File: config.mk
export PLATFORM = sky130hd
export DESIGN_NAME = uart_tx_arbiter
export DESIGN_NICKNAME = d
export VERILOG_FILES = /design/src/rtl/uart_tx_arbiter.sv
export SDC_FILE = /design/constraint.sdc
export NUM_CORES = 1
export LEC_CHECK = 0
export BUFFER_PORTS_ARGS = -buffer_cell sky130_fd_sc_hd__buf_4
export CAP_MARGIN = 40
export CORE_MARGIN = 2
export CORE_UTILIZATION = 45
export CTS_BUF_LIST = sky130_fd_sc_hd__clkbuf_16
export CTS_CLUSTER_SIZE = 12
export DETAILED_ROUTE_END_ITERATION = 12
export GPL_ROUTABILITY_DRIVEN = 0
export MAX_ROUTING_LAYER = met4
export PLACE_DENSITY = 0.75
export SYNTH_ARGS = -nofsm -noshare
export SYNTH_HDL_FRONTEND = slang
export SYNTH_HIERARCHICAL = 1
export SYNTH_SLANG_ARGS = --single-unit
File: constraint.sdc
create_clock -name clk -period 2.3 [get_ports clk]
set_clock_uncertainty 0.1 [all_clocks]
set_input_delay 0.46 -clock clk [delete_from_list [all_inputs] [get_ports clk]]
set_output_delay 0.46 -clock clk [all_outputs]
set_load 0.01 [all_outputs]
File: src/rtl/uart_tx_arbiter.sv
// Round-robin, packet-locking arbiter that shares one UART Tx FIFO between N requesters.
// A grant lasts for a whole packet; an owner that goes quiet for TIMEOUT cycles is released.

module uart_tx_arb_lane (
  input  logic       own,
  input  logic       locked,
  input  logic       txq_full,
  input  logic       valid,
  input  logic [7:0] data,
  output logic       grant,
  output logic       ready,
  output logic       fire,
  output logic [7:0] data_sel
);
  assign grant    = locked & own;
  assign ready    = grant & ~txq_full;
  assign fire     = ready & valid;
  assign data_sel = fire ? data : 8'h00;
endmodule

module uart_tx_arbiter #(
  parameter int N       = 2,
  parameter int TIMEOUT = 4096
) (
  input  logic           clk,
  input  logic           rst,
  input  logic [N-1:0]   req_valid,
  input  logic [8*N-1:0] req_data,
  input  logic [N-1:0]   req_last,
  output logic [N-1:0]   req_ready,
  output logic           send_req,
  output logic [7:0]     send_data,
  input  logic           txq_full,
  output logic [N-1:0]   grant,
  output logic           timeout_evt
);
  localparam int PW  = (N > 1) ? $clog2(N) : 1;
  localparam int PW1 = PW + 1;
  localparam int TW  = (TIMEOUT > 0) ? $clog2(TIMEOUT + 1) : 1;
  localparam logic [TW-1:0] TLIM = (TIMEOUT > 0) ? TW'(TIMEOUT - 1) : '0;

  typedef enum logic {IDLE, LOCKED} state_e;

  state_e            state_q, state_d;
  logic [PW-1:0]     g_q, g_d, ptr_q, ptr_d;
  logic [PW-1:0]     win, g_nxt;
  logic [TW-1:0]     tcnt_q, tcnt_d;
  logic              any_valid, own_valid, own_last, locked;
  logic [N-1:0]      fire;
  logic [N-1:0][7:0] data_sel;

  assign locked    = (state_q == LOCKED);
  assign own_valid = req_valid[g_q];
  assign own_last  = req_last[g_q];
  assign g_nxt     = (g_q == PW'(N - 1)) ? '0 : g_q + 1'b1;

  for (genvar i = 0; i < N; i++) begin : g_lane
    uart_tx_arb_lane u_lane (
      .own      (g_q == PW'(i)),
      .locked   (locked),
      .txq_full (txq_full),
      .valid    (req_valid[i]),
      .data     (req_data[8*i +: 8]),
      .grant    (grant[i]),
      .ready    (req_ready[i]),
      .fire     (fire[i]),
      .data_sel (data_sel[i])
    );
  end

  assign send_req = |fire;

  always_comb begin
    send_data = '0;
    for (int i = 0; i < N; i++) send_data = send_data | data_sel[i];
  end

  // Backpressure (owner valid, FIFO full) is not idleness, so only !own_valid can time out.
  assign timeout_evt = locked & ~own_valid & (TIMEOUT != 0) & (tcnt_q == TLIM);

  // First valid requester scanning ptr, ptr+1, ... modulo N.
  always_comb begin
    logic [PW1-1:0] idx;
    idx       = '0;
    any_valid = 1'b0;
    win       = ptr_q;
    for (int k = 0; k < N; k++) begin
      idx = {1'b0, ptr_q} + PW1'(k);
      if (idx >= PW1'(N)) idx = idx - PW1'(N);
      if (!any_valid && req_valid[idx[PW-1:0]]) begin
        any_valid = 1'b1;
        win       = idx[PW-1:0];
      end
    end
  end

  always_comb begin
    state_d = state_q;
    g_d     = g_q;
    ptr_d   = ptr_q;
    tcnt_d  = tcnt_q;
    case (state_q)
      IDLE: begin
        if (any_valid) begin
          state_d = LOCKED;
          g_d     = win;
          tcnt_d  = '0;
        end
      end
      LOCKED: begin
        if (send_req) begin
          tcnt_d = '0;
          if (own_last) begin
            state_d = IDLE;
            ptr_d   = g_nxt;
          end
        end else if (!own_valid && (TIMEOUT != 0)) begin
          if (timeout_evt) begin
            state_d = IDLE;
            ptr_d   = g_nxt;
            tcnt_d  = '0;
          end else begin
            tcnt_d = tcnt_q + 1'b1;
          end
        end
      end
      default: state_d = IDLE;
    endcase
  end

  always_ff @(posedge clk) begin
    if (rst) begin
      state_q <= IDLE;
      g_q     <= '0;
      ptr_q   <= '0;
      tcnt_q  <= '0;
    end else begin
      state_q <= state_d;
      g_q     <= g_d;
      ptr_q   <= ptr_d;
      tcnt_q  <= tcnt_d;
    end
  end
endmodule

== Word level (Yosys, flattened, before mapping) ==
Index checks and enable logic that the tools add are counted.

* Register bits after elaboration: 16
* Latch bits: 0
* RAM bits: 0
* ROM bits: 0
* Input bits: 23
* Output and inout port bits: 14
* Logic and storage cells: 71
* Memories kept: 0

* Add/sub/neg operators: 5
* Multiply operators: 0
* Divide/modulo/power cells: 0
* Magnitude comparators: 5
* Equality and inequality tests: 5
* Shift operators: 0
* Multiplexer cells: 32
* Bitwise logic cells: 13
* Reduce and logical (&&, ||, !) cells: 7

{| class="wikitable"
|+ Operators by type and width
! operator !! count
|-
| $mux 13 || 4
|-
| $pmux 13 s2 || 1
|-
| $mux 1 || 24
|-
| $mux 8 || 2
|-
| $add 13x1->13 const B || 1
|-
| $eq 13x12->1 const B || 1
|-
| $and 1x1->1 || 8
|-
| $or 8x8->8 || 1
|-
| $lt 1x2->1 const B || 3
|-
| $ne 2x2->1 const B || 2
|-
| $not 1->1 || 4
|-
| $reduce_and 2->1 || 2
|-
| $reduce_and 4->1 || 1
|-
| $ne 3x3->1 const B || 1
|-
| $add 1x1->2 const B || 1
|-
| $ge 1x2->1 const B || 1
|-
| $ge 2x2->1 const B || 1
|-
| $ne 2x1->1 const B || 1
|-
| $pmux 1 s2 || 1
|-
| $reduce_bool 2->1 || 1
|-
| $reduce_or 2->1 || 1
|-
| $sub 1x1->1 const B || 2
|-
| $add 1x1->1 const B || 1
|-
| $logic_and 1x1->1 || 1
|-
| $logic_not 1->1 || 1
|}

== Longest topological paths before layout ==
Gate-level depths: netlist (run 1).

* Depth after elaboration: 10
* Gate-level depth with buffers: 9
* Gate-level depth less buffers: 7

== Modules after synthesis ==
Netlist (run 1), hierarchy kept.

{| class="wikitable"
|+ Modules (own cells, without submodules)
! module !! times used !! cells each !! area an instance (µm²) !! seq. area each (µm²)
|-
| uart_tx_arbiter || 1 || 128 || 964.7 || 320.3
|-
| uart_tx_arb_lane || 2 || 12 || 83.8 || 0.0
|}

== Worst setup path after synthesis (run 1) ==
Ideal clock, no wire load.

* Kind: reg2reg
* Start point: register g_q
* End point: register tcnt_q[11]
* Library setup time: 0.062 ns
* Arrival time: 2.039 ns
* Data required time: 2.138 ns
* Path slack: 0.099 ns
* Cell stages (with the launch flop): 10
* Path buffers: 2
* Clock period less this slack: 2.201 ns
* Path through: dfxtp_1 clkbuf_2 inv_1 and4b_1 buf_6 nor2_1 nand2_1 or4_4 or3_1 nand3_1

* Elaborated cells between the ends (all ways): 19
* Those cells by class: 1 x eq/ne; 6 x mux; 10 x bitwise; 2 x reduce/logical

{| class="wikitable"
|+ RTL lines
! element !! line !! source
|-
| start: declaration || 45 || <nowiki>logic [PW-1:0] g_q, g_d, ptr_q, ptr_d;</nowiki>
|-
| start signal: assignment || 139 || <nowiki>g_q <= g_d;</nowiki>
|-
| $not 1->1 (*) || 59 || <nowiki>.own (g_q == PW'(i)),</nowiki>
|-
| $and 1x1->1 (*) || 15 || <nowiki>assign grant = locked & own;</nowiki>
|-
| $and 1x1->1 (*) || 16 || <nowiki>assign ready = grant & ~txq_full;</nowiki>
|-
| $and 1x1->1 (*) || 17 || <nowiki>assign fire = ready & valid;</nowiki>
|-
| net fire[0] || 49 || <nowiki>logic [N-1:0] fire;</nowiki>
|-
| $reduce_or 2->1 (*) || 71 || <nowiki>assign send_req = |fire;</nowiki>
|-
| $mux 13 / $ne 3x3->1 (equally long branches) || n/a ||
|-
| $pmux 13 s2 / $reduce_and 2->1 (equally long branches) || n/a ||
|-
| end signal: assignment || 141 || <nowiki>tcnt_q <= tcnt_d;</nowiki>
|-
| end: declaration || 47 || <nowiki>logic [TW-1:0] tcnt_q, tcnt_d;</nowiki>
|}

The timed path passes the listed nets; every way through them passes the cells marked *. The select of a mux whose other input is x is not followed.
A chain may end at the register's enable or synchronous reset.

== Worst setup path in the final report (run 1) ==
* Start point: register tcnt_q[0]
* End point: output timeout_evt

* Cells in the longest elaborated chain, start to end: 2

{| class="wikitable"
|+ Ends and longest elaborated chain
! element !! line !! source
|-
| $eq 13x12->1 || 79 || <nowiki>assign timeout_evt = locked & ~own_valid & (TIMEOUT != 0) & (tcnt_q == TLIM);</nowiki>
|-
| $and 1x1->1 || 79 ||
|-
| end: declaration || 35 || <nowiki>output logic timeout_evt</nowiki>
|}

Every way passes these cells.

==> metrics.txt, run 1 <==
setup violators final 0; CP max-delay cell or3_4; clk buf depth 2; vias in the first global route between 1000 and 1500; kind of critical path flop to output port; GRT met1 Usage between 20% and 30%; DP Area around 1500 um2; Hold Path Depth 2; final hold vios 0; total congestion overflow 0; synth-to-layout area growth 43.43%; P_int a little under 0.0006 W; WP buf/inv 1; M3 GR Usage under 10%; vias per inst 5.573; Slew Viols, Final 0; via count ~1300; first-pass GRT wire length 4685 um; Switch Pwr 0.0001717 W; clock network power share 44.4%; largest fanout on the critical path 4; Worst-path clk slew about 0.050 ns; most frequent cells in the layout buf_4, and2_1, nor2_1; die height approximately 54 um; Synth Area per Inst approximately 7.4 um2; Tcrit/Tclk final a little over nine tenths; HP Class flop to flop; antenna-violating nets left 0; FF+latch count, synth 16; cell family with most CP delay simple AND/OR/NAND/NOR gates; sequential cell fraction of total power a little under two fifths; num rows 18; top-area cell type share of the netlist area between 20% and 30%; actual slew at the worst max-slew pin 0.3833 ns; Detailed Place HPWL ~2400 um; Netlist cell types 37; r2r worst-path depth 7; GRT Total Usage between 20% and 30%; CP Cell Sequence ha_4 -> nand4_2 -> or3_4 -> nor3_2 -> buf_4; drc violations 0; Mapped Nets 176; setup_tns 0 ns; post-route design area 1624 um2; Synth area leaders dfxtp_1, and2_1, nand3_1; CP arrival roughly 1.7 ns; status finished clean; Die ar. slightly below 3000 um2; non-filler cells, final ~230; Pleak 0.7216 nW; GRT busiest layer met2; Detailed Route Iter0 Violations 30; CP required 1.74 ns; CTS Sinks 16; sequential area share after synthesis between 20% and 30%; commonest non-fill, non-tap cell in the layout buf_4; max cap viols 0; Gates resized, CTS repair 3; CTS tree yes; Fmax between 0.4 and 0.5 GHz; IO Count 37; Final min period between 2 and 2.5 ns; power per cell area approximately 470 nW/um2; Post-CTS Hold Buffers 0; Final #Nets 227; H-Tree Depth 1; n_diodes 0; final WL between 3000 and 4000 um; cts bufs inserted 3; Worst path max stage delay between 0.4 and 0.5 ns; largest net degree at the start of global routing 14; Synth Instances ~150; Worst Setup End Kind output port; Wirelength per Cell ~13 um; dpl cells around 230; initial antenna violation count 0; IO buf count 36; CTS root buf clkbuf_16; Peak supply drop 763.1 uV; Skew-Pair Late Insertion Delay roughly 0.24 ns; RSZ-0062 raised after global routing no; synth warn 6; Die W ~54 um; Critical Path Stages 5; number of setup buffers added after CTS 0; initial core utilization 46.55%; DRT Pass-1 Iters 4; core region area ~2400 um2; layout cell share with drive strength beyond 1 37.62%; sw frac between 20% and 30%; startpoint types flop; Logic pwr share between 10% and 20%; Mapped Area between 1000 and 1500 um2; area leader, netlist dfxtp_1; global-route met2 utilization between 30% and 40%; Rel. slew slack between 70% and 80%
[cells in the mapped netlist]
master    number
o41ai_1        1
or2_2          9
nor2b_1        3
nand2b_1       3
nor4_2         1
a22oi_1        2
o211ai_1       1
nand4b_1       1
mux2i_1        2
o21ai_0        5
nand4_2        1
nand4_1        1
a32o_1         1
a31oi_1        1
o32a_1         1
clkbuf_1       1
and4b_1        2
mux2_2         2
o32ai_1        1
nand2_1       12
or4_4          1
nor3b_1        1
dfxtp_1       16
nor3b_2        1
and2_1        18
nor3_1         4
nor4_1         3
buf_6          2
a311oi_1       1
inv_1         10
nor2_1        14
or3_1          5
nand3_1       13
clkbuf_2       1
a211oi_2       1
a21oi_1        9
ha_1           1
[worst paths after layout]
| kind | start | slack, ns | end |
|---|---|---|---|
| worst min-delay path | tcnt_q[12]$_SDFFE_PP0P_ | 0.37 | tcnt_q[12]$_SDFFE_PP0P_ |
| worst max-delay path | tcnt_q[0]$_SDFFE_PP0P_ | 0.07 | timeout_evt |
| worst min register to register | tcnt_q[12]$_SDFFE_PP0P_ | 0.37 | tcnt_q[12]$_SDFFE_PP0P_ |
| worst max register to register | g_q$_SDFFE_PP0P_ | 0.23 | tcnt_q[6]$_SDFFE_PP0P_ |
[power groups by stage]
stage / sequential (W) / combinational (W) / clock, W
after global routing: 0.000290 / 0.000144 / 0.000357
after global placement: 0.000293 / 0.000126 / 0
after floorplan: 0.000292 / 0.0000600 / 0
final: 0.000290 / 0.000131 / 0.000336
after CTS: 0.000289 / 0.000131 / 0.000341
after detailed placement: 0.000294 / 0.000130 / 0
[final cells by class]
type,count,area [um2]
clock buffer,3,75.07
tap,30,37.54
sequential,16,324.1
clock inverter,1,3.754
timing repair buffer,50,375.4
inverter,10,37.54
multi-input combinational,122,770.7
fill,224,808.3
[metrics by stage]
| stage | setup slack (ns) | hold slack [ns] | power, W | util [%] |
|---|---|---|---|---|
| CTS | 0.005597 | 0.3634 | 0.0007602 | 66.05 |
| global placement | 0.09874 | 0.3410 | 0.0004186 | 62.24 |
| finish | 0.07357 | 0.3660 | 0.0007566 | 66.77 |
| global route | 0.01141 | 0.4018 | 0.0007910 | 66.77 |
| floorplan | 0.09892 | 0.3218 | 0.0003517 | - |
| detailed placement | 0.07536 | 0.3549 | 0.0004231 | 62.24 |
[registers in the layout, summed over array words and instances (netlist names)]
| name | flops |
|---|---|
| g_q | 1 |
| ptr_q | 1 |
| locked | 1 |
| tcnt_q | 13 |
[metal layers]
layer	wire length, um	vias up
li1	-	636
met1	1244	602
met2	1567	53
met3	243	2
met4	17	0
met5	0	-
[worst min-delay path, cell delays in order (launching register included)]
cell and delay [ns]:
dfxtp_1 0.31, nand2b_1 0.07, a21oi_1 0.04
[cells by family after synthesis]
kind of cell             after synthesis  synth area share, %
flip-flops                            16                28.29
adder cells (fa/ha/maj)                1                1.105
multiplexers                           4                3.757
buffers and inverters                 14                6.077
AO/OA/AOI/OAI                         24                13.92
AND/OR/NAND/NOR                       93                46.85
(Power assumes the default switching activity.)
==> inputs of run 2 (changes only) <==
--- a/config.mk
+++ b/config.mk
@@ -5,16 +5,17 @@
 export SDC_FILE = /design/constraint.sdc
 export NUM_CORES = 1
 export LEC_CHECK = 0
+export ABC_AREA = 1
 export BUFFER_PORTS_ARGS = -buffer_cell sky130_fd_sc_hd__buf_4
 export CAP_MARGIN = 40
 export CORE_MARGIN = 2
-export CORE_UTILIZATION = 45
+export CORE_UTILIZATION = 46
 export CTS_BUF_LIST = sky130_fd_sc_hd__clkbuf_16
 export CTS_CLUSTER_SIZE = 12
 export DETAILED_ROUTE_END_ITERATION = 12
 export GPL_ROUTABILITY_DRIVEN = 0
 export MAX_ROUTING_LAYER = met4
-export PLACE_DENSITY = 0.75
+export PLACE_DENSITY = 0.76
 export SYNTH_ARGS = -nofsm -noshare
 export SYNTH_HDL_FRONTEND = slang
 export SYNTH_HIERARCHICAL = 1
==> metrics.txt, run 2 <==
Post-CTS Hold Buffers 0 (unchanged); CP Cell Sequence ha_1 -> nand2_2 -> nor2_4 -> nand2_1 -> nor2_2 -> nand2_2 -> inv_1 -> buf_4; actual slew at the worst max-slew pin 0.3566 ns (-0.02663 ns); asr flop ratio synth 0% (unchanged); Rel. slew slack 76.19% (+1.9 points); cts bufs inserted 3 (unchanged); CTS tree yes; area leader, netlist dfxtp_1; Mapped Area 1206 um2 (+6.5%); IO Count 37 (unchanged); Peak supply drop 490.3 uV (-36%); most frequent cell after synthesis nor2_1; number of setup buffers added after CTS 0 (unchanged); drc violations 0 (unchanged); H-Tree Depth 1 (unchanged); final hold vios 0 (unchanged); Final WS setup 0.2223 ns (+0.1487 ns); HP Class primary input to flop; Commonest cells post-synth nor2_1, inv_1, nand2_1; clk buf depth 2 (unchanged); Final #Nets 252 (+11%); setup_tns 0 ns (unchanged); Fmax 0.4813 GHz (+7.2%); Switch Pwr 0.0001936 W (+13%); final WL 2615 um (-15%); Skew-Pair Late Insertion Delay 0.25 ns (about the same); status finished clean; Gates resized, CTS repair 0 (-3); largest net degree at the start of global routing 13 (-1); sw frac 25.06% (+2.4 points); sequential area share after synthesis 26.56% (-1.7 points); max cap viols 0 (unchanged); Synth Area in XOR/XNOR 5.083% (+5.1 points); synth-to-layout area growth 31.74%; sequential cell fraction of total power 38.1% (-0.2 points); critical path's most frequent cell nand2_2; first-pass GRT wire length 4588 um (-2.1%); IO buf count 36 (unchanged); layout cell share with drive strength beyond 1 33.48% (-4.1 points); via count 1186 (-8.3%); core region area 2477 um2 (+1.9%); worst slack, placed 0.3581 ns (+0.2827 ns); CP required 1.74 ns (about the same); DP Area 1510 um2 (-0.25%); setup violators final 0 (unchanged); fillers 223 (-0.45%); Critical Path Stages 8 (+3); Worst path max stage delay 0.39 ns (-0.04 ns); n_diodes 0 (unchanged); vias per inst 4.615 (-17%); vias in the first global route 1077 (-4.8%); Critical R2R Launch g_q$_SDFFE_PP0P_; Die ar. 3048 um2 (+3.9%); FF+latch count, synth 16 (unchanged); Worst Setup EP timeout_evt; Synth Area per Inst 6.450 um2 (-13%); most frequent cells in the layout nor2_1, buf_4, inv_1; Mapped Nets 211 (+20%); DRT Pass-1 Iters 4 (unchanged); Worst-path clk slew 0.05 ns (about the same); Post-Synth Simple-Gate Area 48.96% (+2.1 points); Hold Path Depth 2 (unchanged); RR Endpoint tcnt_q[6]$_SDFFE_PP0P_; RSZ-0062 raised after global routing no; CTS Sinks 16 (unchanged); die height 55.21 um (+1.9%); Synth Instances 187 (+23%); Pleak 0.8120 nW (+13%); CTS root buf clkbuf_16; post-synthesis compound-gate area fraction 6.224% (-7.7 points); Final min period 2.078 ns (-0.1487 ns); post-route design area 1589 um2 (-2.2%); num rows 18 (unchanged); initial antenna violation count 0 (unchanged); crit path from tcnt_q[0]$_SDFFE_PP0P_; Post-synth EDFFs 0 (unchanged); fraction of the mapped netlist area in adder cells 1.037% (-0.068 points); Logic pwr share 18.5% (+1.2 points); antenna-violating nets left 0 (unchanged); Synth area leaders dfxtp_1, nor2_1, inv_1; largest family of logic cells by synthesized area simple AND/OR/NAND/NOR gates; top-area cell type share of the netlist area 26.56% (-1.7 points); Die W 55.21 um (+1.9%); P_int 0.0005788 W (-1.0%); kind of critical path flop to output port; initial core utilization 48.69% (+2.1 points); Detailed Place HPWL 2047 um (-14%); cell family with most CP delay simple AND/OR/NAND/NOR gates; Reg2Reg Setup Slack 0.41 ns (+0.18 ns); Wirelength per Cell 10.18 um (-23%); largest fanout on the critical path 5 (+1); synth warn 6 (unchanged); Slew Viols, Final 0 (unchanged); number of flip-flops under the largest register name 13 (unchanged); Tcrit/Tclk final 90.34% (-6.5 points); startpoint types flop; clock network power share 43.4% (-1.0 points); Worst Setup End Kind output port; Netlist cell types 27 (-27%); power per cell area 486.1 nW/um2 (+4.3%); WP buf/inv 2 (+1); total congestion overflow 0 (unchanged); Most flops, register tcnt_q; Detailed Route Iter0 Violations 63 (+110%); CP arrival 1.52 ns (-0.15 ns); GRT Total Usage 18.78% (-3.3 points); top_reg_cell synth dfxtp_1; CP max-delay cell dfxtp_1; r2r worst-path depth 11 (+4); mux contribution to synthesized area 0% (-3.8 points); commonest non-fill, non-tap cell in the layout nor2_1
run 2: changes by cell type in the layout (fill, tap and decap cells not counted), moves of 4 or more:
cell     previous run  this run
inv_1              10        34
nor2_2              0         7
nand3_1            12         7
nand2_2             0         9
o21ai_0             5         1
nor2_1             14        40
buf_4              50        37
and2_1             18         0
nand2_1            12        31
a21oi_1             9         5
xor2_1              0         6
run 2: power by group through the flow:
stage           logic, W  registers [W]  clock network, W
2_1_floorplan  0.0000846       0.000299                 0
3_3_place_gp    0.000142       0.000300                 0
3_5_place_dp    0.000142       0.000300                 0
4_1_cts         0.000144       0.000294          0.000341
5_1_grt         0.000158       0.000295          0.000353
6_report        0.000143       0.000294          0.000335
run 2: worst min-delay path by stage:
| stage | slack, ns | to | from |
|---|---|---|---|
| CTS | 0.32 | tcnt_q[10]$_SDFFE_PP0P_ | rst |
| global placement | 0.34 | tcnt_q[12]$_SDFFE_PP0P_ | tcnt_q[12]$_SDFFE_PP0P_ |
| floorplan | 0.33 | tcnt_q[12]$_SDFFE_PP0P_ | tcnt_q[12]$_SDFFE_PP0P_ |
| detailed placement | 0.35 | tcnt_q[12]$_SDFFE_PP0P_ | tcnt_q[12]$_SDFFE_PP0P_ |
| finish | 0.32 | tcnt_q[10]$_SDFFE_PP0P_ | rst |
| global route | 0.33 | locked$_SDFF_PP0_ | rst |
run 2: cell type report:
type / instances / area, um2 / share of cell area [%]
inverter: 36 / 135.1 / 8.504
timing repair buffer: 37 / 277.8 / 17.48
clock inverter: 1 / 3.754 / 0.2362
sequential: 16 / 320.3 / 20.16
multi-input combinational: 134 / 739.5 / 46.54
clock buffer: 3 / 75.07 / 4.724
tap: 30 / 37.54 / 2.362
run 2: logic make-up (layout without fill, tap and decap cells):
| kind of cell | count (synthesis) | count (layout) |
|---|---|---|
| and+or+nand+nor | 114 | 114 |
| buffers and inverters | 37 | 77 |
| DFF | 16 | 16 |
| AOI/OAI and AO/OA | 12 | 12 |
| xor gates and xnor gates | 7 | 7 |
| adders and majority gates | 1 | 1 |
run 2: worst register-to-register path: cells and delay by family (launching register included):
kind | cells | cell delay, ns
xor gates and xnor gates | 1 | 0.16
and+or+nand+nor | 7 | 0.75
buffers and inverters | 3 | 0.30
DFF | 1 | 0.47
run 2: metrics by stage:
stage | cells | hold WS [ns] | util [%] | total power, W
2_1_floorplan | 187 | 0.3330 | - | 0.0003839
3_3_place_gp | 253 | 0.3420 | 60.96 | 0.0004414
3_5_place_dp | 253 | 0.3473 | 60.96 | 0.0004422
4_1_cts | 257 | 0.3175 | 64.14 | 0.0007795
5_1_grt | 257 | 0.3280 | 64.14 | 0.0008071
6_report | 257 | 0.3189 | 64.14 | 0.0007724
run 2: routing by layer:
metal / global-route usage [%] / wire length [um]
met1: 23.62 / 1253
met2: 30.44 / 1209
met3: 2.576 / 120
met4: 7.317 / 30
met5: - / 0
